==> src/rtl/eth_tx_preamble_ifg.sv <==
// Ethernet TX framing stage: prepends preamble/SFD to the CRC-stage byte stream
// through a fixed delay line and enforces a minimum inter-frame gap.
module eth_tx_preamble_ifg #(
    parameter int PREAMBLE_BYTES = 7,
    parameter int IFG_BYTES      = 12
) (
    input  logic        i_clk,
    input  logic        i_reset,
    input  logic        i_dv,
    input  logic [7:0]  i_data_in,
    output logic        o_ready,
    output logic        o_tx_en,
    output logic [7:0]  o_tx_data,
    output logic        o_drop,
    output logic [15:0] o_frame_count
);

    localparam int DEPTH = PREAMBLE_BYTES + 1;
    localparam int PW    = $clog2(PREAMBLE_BYTES + 1);
    localparam int IW    = $clog2(IFG_BYTES);

    typedef enum logic [1:0] {
        S_IDLE,
        S_PREAMBLE,
        S_DATA,
        S_IFG
    } state_t;

    state_t          r_state;
    state_t          w_state_nxt;
    logic [PW-1:0]   r_pre_cnt;
    logic [PW-1:0]   w_pre_nxt;
    logic [IW-1:0]   r_ifg_cnt;
    logic [IW-1:0]   w_ifg_nxt;
    logic [DEPTH-1:0] r_dl_dv;
    logic [7:0]      r_dl_data [DEPTH];
    logic            r_cap_open;
    logic            r_rej;
    logic            r_ready;
    logic            r_tx_en;
    logic [7:0]      r_tx_data;
    logic            r_drop;
    logic [15:0]     r_frame_count;

    logic            w_accept;
    logic            w_cap_dv;
    logic            w_drop;
    logic            w_en_nxt;
    logic [7:0]      w_data_nxt;
    logic            w_cnt_inc;

    // r_ready is low for the first cycle after reset even though the state is IDLE.
    assign w_accept = r_ready & i_dv & ~r_rej;
    assign w_cap_dv = i_dv & (w_accept | r_cap_open);
    assign w_drop   = i_dv & ~w_accept & ~r_cap_open & ~r_rej;

    always_comb begin
        w_state_nxt = r_state;
        w_pre_nxt   = r_pre_cnt;
        w_ifg_nxt   = r_ifg_cnt;
        w_en_nxt    = 1'b0;
        w_data_nxt  = '0;
        w_cnt_inc   = 1'b0;
        case (r_state)
            S_IDLE: begin
                if (w_accept) begin
                    w_state_nxt = S_PREAMBLE;
                    w_pre_nxt   = PW'(1);
                    w_en_nxt    = 1'b1;
                    w_data_nxt  = 8'h55;
                end
            end
            S_PREAMBLE: begin
                w_en_nxt = 1'b1;
                if (r_pre_cnt < PW'(PREAMBLE_BYTES)) begin
                    w_data_nxt = 8'h55;
                    w_pre_nxt  = r_pre_cnt + PW'(1);
                end else begin
                    w_data_nxt  = 8'hD5;
                    w_state_nxt = S_DATA;
                end
            end
            S_DATA: begin
                if (r_dl_dv[DEPTH-1]) begin
                    w_en_nxt   = 1'b1;
                    w_data_nxt = r_dl_data[DEPTH-1];
                end else begin
                    w_state_nxt = S_IFG;
                    w_ifg_nxt   = IW'(1);
                    w_cnt_inc   = 1'b1;
                end
            end
            S_IFG: begin
                if (r_ifg_cnt == IW'(IFG_BYTES - 1)) begin
                    w_state_nxt = S_IDLE;
                end else begin
                    w_ifg_nxt = r_ifg_cnt + IW'(1);
                end
            end
            default: w_state_nxt = S_IDLE;
        endcase
    end

    always_ff @(posedge i_clk) begin
        if (i_reset) begin
            r_state       <= S_IDLE;
            r_pre_cnt     <= '0;
            r_ifg_cnt     <= '0;
            r_dl_dv       <= '0;
            for (int unsigned i = 0; i < DEPTH; i++) r_dl_data[i] <= '0;
            r_cap_open    <= 1'b0;
            r_rej         <= 1'b0;
            r_ready       <= 1'b0;
            r_tx_en       <= 1'b0;
            r_tx_data     <= '0;
            r_drop        <= 1'b0;
            r_frame_count <= '0;
        end else begin
            r_state      <= w_state_nxt;
            r_pre_cnt    <= w_pre_nxt;
            r_ifg_cnt    <= w_ifg_nxt;
            r_dl_dv      <= {r_dl_dv[DEPTH-2:0], w_cap_dv};
            r_dl_data[0] <= i_data_in;
            for (int unsigned i = 1; i < DEPTH; i++) r_dl_data[i] <= r_dl_data[i-1];
            r_cap_open   <= w_accept | (r_cap_open & i_dv);
            r_rej        <= i_dv & (r_rej | w_drop);
            r_ready      <= (w_state_nxt == S_IDLE);
            r_tx_en      <= w_en_nxt;
            r_tx_data    <= w_data_nxt;
            r_drop       <= w_drop;
            if (w_cnt_inc) r_frame_count <= r_frame_count + 16'd1;
        end
    end

    assign o_ready       = r_ready;
    assign o_tx_en       = r_tx_en;
    assign o_tx_data     = r_tx_data;
    assign o_drop        = r_drop;
    assign o_frame_count = r_frame_count;

endmodule

==> config.mk <==
export PLATFORM = sky130hd
export DESIGN_NAME = eth_tx_preamble_ifg
export DESIGN_NICKNAME = d
export VERILOG_FILES = /design/src/rtl/eth_tx_preamble_ifg.sv
export SDC_FILE = /design/constraint.sdc
export NUM_CORES = 1
export LEC_CHECK = 0
export BUFFER_PORTS_ARGS = -buffer_cell sky130_fd_sc_hd__buf_2
export CAP_MARGIN = 15
export CORE_ASPECT_RATIO = 1.2
export CORE_MARGIN = 4
export CORE_UTILIZATION = 40
export DETAILED_ROUTE_END_ITERATION = 12
export GPL_ROUTABILITY_DRIVEN = 0
export MAX_ROUTING_LAYER = met4
export PLACE_DENSITY = 0.67
export SYNTH_ARGS = -nofsm -noshare
export SYNTH_HDL_FRONTEND = slang
export SYNTH_SLANG_ARGS = --single-unit
==> constraint.sdc <==
create_clock -name i_clk -period 1.53 [get_ports i_clk]
set_input_delay 0.0765 -clock i_clk [delete_from_list [all_inputs] [get_ports i_clk]]
set_output_delay 0.0765 -clock i_clk [all_outputs]
set_load 0.03 [all_outputs]
==> flow_summary.json, run 1 <==
{
  "status": "complete, no violations",
  "placed_cell_area_um2": 3930,
  "intPower_mw": 3.65,
  "setup_violations": 0,
  "yosys_register_bits": 110,
  "critPathKind": "flop to flop",
  "synth_edf_count": 0,
  "rows": 37,
  "hold_depth": 3,
  "wl_um": 5120,
  "fp.coreArea_um2": 8560,
  "vias": 2233,
  "reg2reg_slack_ns": 0.0005,
  "slew_violations": 0,
  "cp_cell_sequence": "ha_4, nand4bb_4, nor4_4, or3b_1, a21oi_1",
  "insertion_delay_ns": 0.37,
  "area_growth_pct": 21.5,
  "max_stage_delay_ns": 0.40,
  "antenna_found_initial": 0,
  "peakVddDrop_mv": 0.641,
  "crit_required_ns": 1.84,
  "synth_cell_types": 41,
  "synthTopCellsByArea": "dfxtp_1 (63%), nor2b_1 (13%), a21oi_1 (2.1%)",
  "wl_met3_um": 266,
  "syn-cell-area_um2": 3520,
  "yosysWarnings": 0,
  "cts_tree": "yes",
  "pre_cts_slack_ns": 0.0449,
  "r2r_cells": 5,
  "cp.arrival_ns": 1.84,
  "leakagePower_nw": 1.71,
  "fmax_ghz": 0.654,
  "min_from": "i_dv",
  "die_x_um": 93.6,
  "rr_startpoint": "o_frame_count[0]",
  "final_hold_viol_count": 0,
  "cp_max_fo": 5,
  "clk_transition_reported_paths_ns": 0.12,
  "die_h_um": 111,
  "wire_per_inst_um": 10.2,
  "wirelength_met1_um": 2420,
  "clkPwrFrac": 0.349,
  "hold_end": "r_rej",
  "fin_skew_ns": 0.0194,
  "p_switching_mw": 1.18,
  "r2r-end": "o_frame_count[12]",
  "clockBufferDepth": 2,
  "period_share": 1.00,
  "hold_class": "input pin to flop",
  "io_pins": 38,
  "tightestPinTransition_ns": 0.422,
  "power.sequential.fraction": 0.607,
  "synth_cells": 324,
  "clock-root-buffer": "clkbuf_8",
  "dr.pass1.iters": 4,
  "final_area_um2": 4270,
  "pwr_density_cell_nw_per_um2": 1130,
  "rsz0062_at_grt": "true",
  "postRouteAntennaNets": 0,
  "fin_total_pwr_mw": 4.83,
  "drv_cap": 0,
  "pwr-share-comb": 0.045,
  "end_kind": "flop",
  "netlist.top_cell.by_area": "dfxtp_1",
  "fin_crit_ns": 1.53,
  "yosys-top-cells-count": "dfxtp_1 (110), nor2b_1 (74), nor2_1 (20)",
  "slew_headroom": 0.719,
  "dieArea_um2": 10400,
  "finalWorstSetupSlack_ns": 0.000472,
  "syn_area_per_cell_um2": 10.9,
  "syn_nets": 338,
  "synth_top_area_frac": 0.626,
  "critPathLaunch": "o_frame_count[0]",
  "diodes": 0,
  "detailed_place_hpwl_um": 3250,
  "ys_async_sr_fraction": 0,
  "top_layer_used": "met4",
  "grt_pass1_vias": 2027,
  "routed_via_density": 4.45,
  "route.detailed.drc": 0,
  "grt_first_pass_wirelength_um": 8940,
  "startpoint_type": "flop",
  "htree_levels": 3,
  "cts_buffers": 9,
  "grt_max_degree": 40,
  "ys.flop_type": "dfxtp_1",
  "cp_slowest_cell": "dfxtp_4",
  "io_buffers": 37,
  "ys_seq_area_frac": 0.626,
  "swShare": 0.244,
  "nets": 394,
  "cts_sinks": 110,
  "synth.most_common_cell": "dfxtp_1",
  "start_util": 0.411,
  "wl_met2_um": 2360,
  "drive_gt1_frac": 0.226,
  "fill_cells": 770,
  "drtIter0Drc": 73,
  "overflow": 0,
  "grt_usage": 0.109
}
==> routing by layer <==
metal,up-vias,track usage
met3,6,0.0326
li1,1178,-
met5,-,-
met4,0,0.0501
met2,40,0.166
met1,1009,0.132
==> power by group through the flow <==
stage | logic (mW) | registers [mW] | clock network [mW]
2_1_floorplan | 0.117 | 3.02 | 0
3_3_place_gp | 0.195 | 3.00 | 0
3_5_place_dp | 0.199 | 3.00 | 0
4_1_cts | 0.216 | 2.93 | 1.75
5_1_grt | 0.242 | 2.94 | 1.87
6_report | 0.215 | 2.93 | 1.68
==> cells by family (layout without fill, tap and decap cells) <==
kind of cell               after synthesis  count (layout)  synth area share
AOI/OAI and AO/OA                       29              29            0.0498
xor gates and xnor gates                12              12            0.0299
adders and majority gates                3               3            0.0107
buffers and inverters                   16              77            0.0174
DFF                                    110             110             0.626
muxes                                    2               2           0.00605
and+or+nand+nor                        152             152             0.260
==> cell usage in the layout, fill, tap and decap left out, drive strengths merged, types with 2 or more instances in the layout <==
cell type / n
nand3b: 2
o31ai: 2
nand2b: 4
xor2: 8
nand4: 6
clkbuf: 9
inv: 7
nand2: 10
nor2: 20
and2: 4
and4: 2
and3: 2
dlygate4sd3: 8
o21a: 5
nor3: 6
nor2b: 74
o21ai: 3
nor4: 2
nand3: 10
buf: 51
dfxtp: 110
a21oi: 15
or4: 2
clkinv: 2
xnor2: 4
or3: 2
ha: 3
==> critical path: cells and delay by family, from the launching register on <==
family          cells  cell delay [ns]
simple gates        3             0.82
flops               1             0.40
fa+ha+maj           1             0.14
compound gates      1             0.12
==> how the worst max path moves through the flow <==
stage / endpoint / cells past startpoint / slack [ns]
after floorplan: o_frame_count[12] / 4 / 0.0005
after global placement: o_frame_count[12] / 5 / 0.05
after detailed placement: o_frame_count[14] / 5 / 0.04
after CTS: o_frame_count[14] / 5 / 0.02
after global routing: o_frame_count[12] / 5 / -0.08
final: o_frame_count[12] / 5 / 0.0005
==> repair_timing <==
action                     CTS  global route
gates resized for setup      0             8
hold buffers                 8             0
hold endpoints to repair     8             0
setup endpoints to repair    0            11
buffers inserted             0             3
==> metrics by stage <==
stage               cells  utilization  hold WS, ns  setup TNS, ns
floorplan             324            -        0.205              0
global placement      475        0.458        0.287              0
detailed placement    475        0.458        0.290              0
CTS                   499        0.491       0.0372              0
global route          502        0.499       0.0494         -0.196
finish                502        0.499       0.0537              0
==> flip-flops by register name, indices dropped and copies added (netlist names) <==
| name | cells |
|---|---|
| r_dl_data | 64 |
| o_frame_count | 16 |
| o_tx_data | 8 |
| r_dl_dv | 8 |
| r_ifg_cnt | 4 |
| r_pre_cnt | 3 |
| r_state | 2 |
| o_drop | 1 |
| o_ready | 1 |
| o_tx_en | 1 |
| r_cap_open | 1 |
| r_rej | 1 |
==> layout make-up <==
class / count / area [µm²] / share of cell area
Timing Repair Buffer: 59 / 385 / 0.0902
Sequential cell: 110 / 2230 / 0.522
Inverter: 2 / 7.51 / 0.00176
Multi-Input combinational cell: 198 / 1310 / 0.306
Clock buffer: 9 / 124 / 0.0290
Clock inverter: 7 / 72.6 / 0.0170
Tap cell: 117 / 146 / 0.0343
(Power assumes the default switching activity.)
==> run 2, diff against run 1 <==
Settings changed: ABC_AREA from default to 1.
==> run 2 against run 1 <==
Net effect:
- cell area is 1.4% higher
- critical path depth is 3 higher
- via count is 15% higher
- register-to-register slack better by 0.13 ns
- synthesized cell count is 35% higher
- hold slack worse by 0.0089 ns
- setup slack better by 0.13 ns
- first-iteration DRC count is 4.1% higher
- synthesized area is 5.9% higher
- non-clock buffer count is 12 lower
- sequential power hardly changed
- critical endpoint is now o_frame_count[14]
==> flow_summary.json, run 2 <==
{
  "leakagePower_nw": 1.88,
  "synth.most_common_cell": "dfxtp_1",
  "cp_max_fo": 6,
  "period_share": 0.914,
  "fp.coreArea_um2": 9080,
  "grt_pass1_vias": 2345,
  "wire_per_inst_um": 8.91,
  "drtIter0Drc": 76,
  "dieArea_um2": 10900,
  "postRouteAntennaNets": 0,
  "timing.hold.ws_ns": 0.0448,
  "cp.arrival_ns": 1.65,
  "final_cell_mix": "dfxtp_1 (110), inv_1 (99), nor2_1 (97)",
  "fmax_ghz": 0.715,
  "die_x_um": 96.1,
  "startpoint_type": "flop",
  "max_stage_delay_ns": 0.38,
  "synth_edf_count": 0,
  "finalWorstSetupSlack_ns": 0.131,
  "largest_reg_flops": 64,
  "diodes": 0,
  "yosys-top-cells-count": "dfxtp_1 (110), inv_1 (99), nor2_1 (98)",
  "end_kind": "flop",
  "yosysWarnings": 0,
  "route.detailed.drc": 0,
  "overflow": 0,
  "io_pins": 38,
  "setup_violations": 0,
  "syn_nets": 453,
  "drive_gt1_frac": 0.149,
  "clk_transition_reported_paths_ns": 0.11,
  "slew_headroom": 0.647,
  "ys.flop_type": "dfxtp_1",
  "syn-cell-area_um2": 3720,
  "largest_register": "r_dl_data",
  "synthTopCellsByArea": "dfxtp_1 (59%), inv_1 (10%), nor2_1 (9.9%)",
  "critPathKind": "flop to flop",
  "cts_tree": "yes",
  "grt_max_degree": 84,
  "cts_sinks": 110,
  "area_growth_pct": 16.3,
  "drv_cap": 0,
  "synth_cells": 439,
  "crit_required_ns": 1.78,
  "peakVddDrop_mv": 0.761,
  "cp_slowest_cell": "dfxtp_1",
  "die_h_um": 114,
  "antenna_found_initial": 0,
  "ys_async_sr_fraction": 0,
  "wl_um": 5450,
  "pwr_density_cell_nw_per_um2": 1150,
  "pre_cts_slack_ns": 0.117,
  "netlist.top_cell.by_area": "dfxtp_1",
  "rows": 38,
  "grt_usage": 0.112,
  "clock-root-buffer": "clkbuf_8",
  "yosys_register_bits": 110,
  "tightestPinTransition_ns": 0.526,
  "dr.pass1.iters": 4,
  "start_util": 0.410,
  "fin_crit_ns": 1.40,
  "insertion_delay_ns": 0.36,
  "htree_levels": 3,
  "clockBufferDepth": 2,
  "ys_seq_area_frac": 0.591,
  "vias": 2564,
  "io_buffers": 37,
  "final_hold_viol_count": 0,
  "detailed_place_hpwl_um": 3680,
  "nets": 500,
  "routed_via_density": 4.20,
  "slew_violations": 0,
  "hold_class": "input pin to flop",
  "cts_buffers": 9,
  "status": "complete, no violations",
  "hold_depth": 3,
  "final_common_cell": "dfxtp_1",
  "fin_setup_tns_ns": 0,
  "cp_cell_sequence": "ha_1, inv_1, nor2_2, nand3_4, nor2_4, nand3_1, nand2_1, nor2_1",
  "fin_skew_ns": 0.0124,
  "synth_top_area_frac": 0.591,
  "grt_first_pass_wirelength_um": 9570,
  "syn_area_per_cell_um2": 8.48,
  "r2r_cells": 8,
  "synth_cell_types": 34
}
==> run 2: changes by cell type after synthesis, sizes merged, moves of 5 or more <==
cell	delta
o21ai	+5
nand3	+7
inv	+99
clkbuf	-9
nand2	+36
nor2b	-74
xor2	-6
nor2	+82
buf	+6
==> run 2: cell families (layout without fill, tap and decap cells) <==
| family | count (synthesis) | count (layout) | synth area share |
|---|---|---|---|
| adders and majority gates | 3 | 3 | 0.0101 |
| DFF | 110 | 110 | 0.591 |
| xor gates and xnor gates | 2 | 2 | 0.00470 |
| and+or+nand+nor | 177 | 177 | 0.220 |
| AOI/OAI and AO/OA | 34 | 34 | 0.0548 |
| buffers and inverters | 113 | 165 | 0.119 |
==> run 2: area by class of cell <==
cell class	count	area, µm²
Fill cell	860	4750
Sequential cell	110	2200
Multi-Input combinational cell	216	1080
Inverter	102	385
Timing Repair Buffer	47	293
Tap cell	120	150
Clock buffer	10	138
Clock inverter	6	83.8
==> run 2: metrics by stage <==
step	cells	power, mW	util	instance area, µm²
after floorplan	439	3.17	-	3720
after global placement	587	3.22	0.444	4030
after detailed placement	587	3.23	0.444	4030
after CTS	611	5.07	0.477	4330
after global routing	611	5.22	0.477	4330
final	611	4.99	0.477	4330
==> run 2: worst paths after layout <==
kind | start | to | slack (ns)
hold / removal | i_dv | o_drop | 0.04
hold reg to reg | r_dl_dv[6] | r_dl_dv[7] | 0.40
setup / recovery | o_frame_count[1] | o_frame_count[14] | 0.13
setup reg to reg | o_frame_count[1] | o_frame_count[14] | 0.13
==> run 2: worst max-delay path, delay by kind of cell (launching register included) <==
kind | cells | cell delay, ns
and+or+nand+nor | 6 | 0.62
DFF | 1 | 0.38
adders and majority gates | 1 | 0.21
buffers and inverters | 1 | 0.07
==> run 2: what timing repair did <==
item	4_1_cts	5_1_grt
setup buffers	0	0
resized for setup	0	1
setup endpoints to repair	0	2
hold buffers	8	0
endpoints found under the hold margin	8	0
==> run 2: metal layers <==
| metal | global-route usage | vias to the layer above | part of all wire |
|---|---|---|---|
| met3 | 0.0303 | 4 | 0.045 |
| li1 | - | 1388 | - |
| met4 | 0.0465 | 0 | 0.0066 |
| met5 | - | - | 0 |
| met1 | 0.123 | 1130 | 0.46 |
| met2 | 0.190 | 42 | 0.49 |
==> run 2: power breakdown <==
group / switching (mW) / leakage (nW) / internal, mW
sequential: 0.0257 / 0.892 / 2.92
clock: 0.973 / 0.113 / 0.845
combinational: 0.143 / 0.879 / 0.0798
==> run 3, diff against run 2 <==
Settings changed: SETUP_SLACK_MARGIN from default to 0.15.
==> run 3 against run 2 <==
Net effect:
- first-iteration DRC count up 33%
- non-clock buffer count up 1
- clock-buffer cell count down 1
- clock power about the same
- register-to-register slack better by 0.097 ns
==> flow_summary.json, run 3 (same netlist as run 2, synthesis figures left out) <==
{
  "setup_violations": 0,
  "largest_register": "r_dl_data",
  "cts_sinks": 110,
  "antenna_found_initial": 0,
  "crit_required_ns": 1.80,
  "crit_family": "simple AND/OR/NAND/NOR gates",
  "rows": 38,
  "dp.cells": 586,
  "drv_cap": 0,
  "htree_levels": 3,
  "diodes": 0,
  "pre_cts_slack_ns": 0.129,
  "drtIter0Drc": 101,
  "routed_via_density": 4.31,
  "route.detailed.drc": 0,
  "period_share": 0.851,
  "cp_max_fo": 7,
  "end_kind": "flop",
  "dieArea_um2": 10900,
  "cts_buffers": 9,
  "io_buffers": 37,
  "clock-root-buffer": "clkbuf_8",
  "io_pins": 38,
  "startpoint_type": "flop",
  "final_cell_mix": "dfxtp_1 (103), inv_1 (99), nor2_1 (95)",
  "vias": 2637,
  "postRouteAntennaNets": 0,
  "peakVddDrop_mv": 0.736,
  "final_common_cell": "dfxtp_1",
  "fin_skew_ns": 0.0120,
  "insertion_delay_ns": 0.36,
  "cts_tree": "yes",
  "placed_cell_area_um2": 4030,
  "die_x_um": 96.1,
  "largest_reg_flops": 64,
  "grt_usage": 0.120,
  "status": "complete, no violations",
  "final_hold_viol_count": 0,
  "finalWorstSetupSlack_ns": 0.229,
  "rsz0062_at_grt": "true",
  "clk_transition_reported_paths_ns": 0.10,
  "fin_crit_ns": 1.30,
  "cp_slowest_cell": "dfxtp_2",
  "die_h_um": 114,
  "pwr_density_cell_nw_per_um2": 1140,
  "overflow": 0,
  "nets": 501,
  "slew_headroom": 0.634,
  "timing.hold.ws_ns": 0.0484,
  "fmax_ghz": 0.768,
  "layoutNonFillerInstCount": 612,
  "critPathKind": "flop to flop",
  "final_area_um2": 4390,
  "grt_first_pass_wirelength_um": 10000,
  "wire_per_inst_um": 9.32,
  "grt_max_degree": 84,
  "dr.pass1.iters": 4,
  "fp.coreArea_um2": 9080,
  "detailed_place_hpwl_um": 3830,
  "clockBufferDepth": 2,
  "wl_um": 5710,
  "fill_cells": 856,
  "leakagePower_nw": 1.88,
  "drive_gt1_frac": 0.179,
  "hold_class": "input pin to flop",
  "start_util": 0.410,
  "cp_cell_sequence": "nand2_4, nor2_8, nand3_4, nor2_4, nand3_1, nand2_1, nor2_1",
  "worst-path-buf-inv": 0,
  "tightestPinTransition_ns": 0.546,
  "fin_setup_tns_ns": 0,
  "grt_pass1_vias": 2442,
  "cp.arrival_ns": 1.57,
  "fin_total_pwr_mw": 4.99,
  "final_util": 0.483,
  "max_stage_delay_ns": 0.46,
  "slew_violations": 0,
  "area_growth_pct": 17.8
}
run 3: cell count changes in the layout (fill, tap and decap cells not counted), sizes merged:
cell	change
buf	+1
clkbuf	-1
clkinvlp	+1
run 3: power by group:
part	leakage, nW	internal, mW	total (mW)	switching, mW
clock	0.109	0.810	1.82	1.01
combinational	0.879	0.0800	0.223	0.143
sequential	0.897	2.92	2.95	0.0270
run 3: per-layer routing:
metal,global-route usage,share of wire,vias up,wire [µm]
li1,-,-,1389,-
met1,0.126,0.43,1194,2450
met2,0.205,0.50,42,2850
met3,0.0363,0.052,12,294
met4,0.0484,0.019,0,108
met5,-,0,-,0
run 3: worst paths after layout:
kind                            cells past startpoint                end        from  slack [ns]
worst max-delay path                                7  o_frame_count[14]  r_state[1]        0.23
worst min-delay path                                3             o_drop        i_dv        0.05
worst max register to register                      7  o_frame_count[14]  r_state[1]        0.23
worst min register to register                      2         r_dl_dv[7]  r_dl_dv[6]        0.40
run 3: timing repair:
| action | in CTS | in global routing |
|---|---|---|
| hold endpoints to repair | 8 | 0 |
| resized for setup | 2 | 12 |
| buffers inserted | 0 | 2 |
| setup endpoints to repair | 5 | 11 |
| hold buffers | 8 | 0 |
| pin swaps | 0 | 3 |
run 3: final cells by class:
class	instances	area, µm²	area share
clock inverters	7	96.3	0.0220
well taps	120	150	0.0342
flip-flops and latches	110	2220	0.505
clock buffers	9	124	0.0282
repair buffers	48	300	0.0685
inverters	102	385	0.0878
multi-input cells	216	1110	0.254
run 3: worst min-delay path: cells and delay by family:
family	cells	cell delay, ns
simple gates	2	0.17
buf+inv	1	0.11
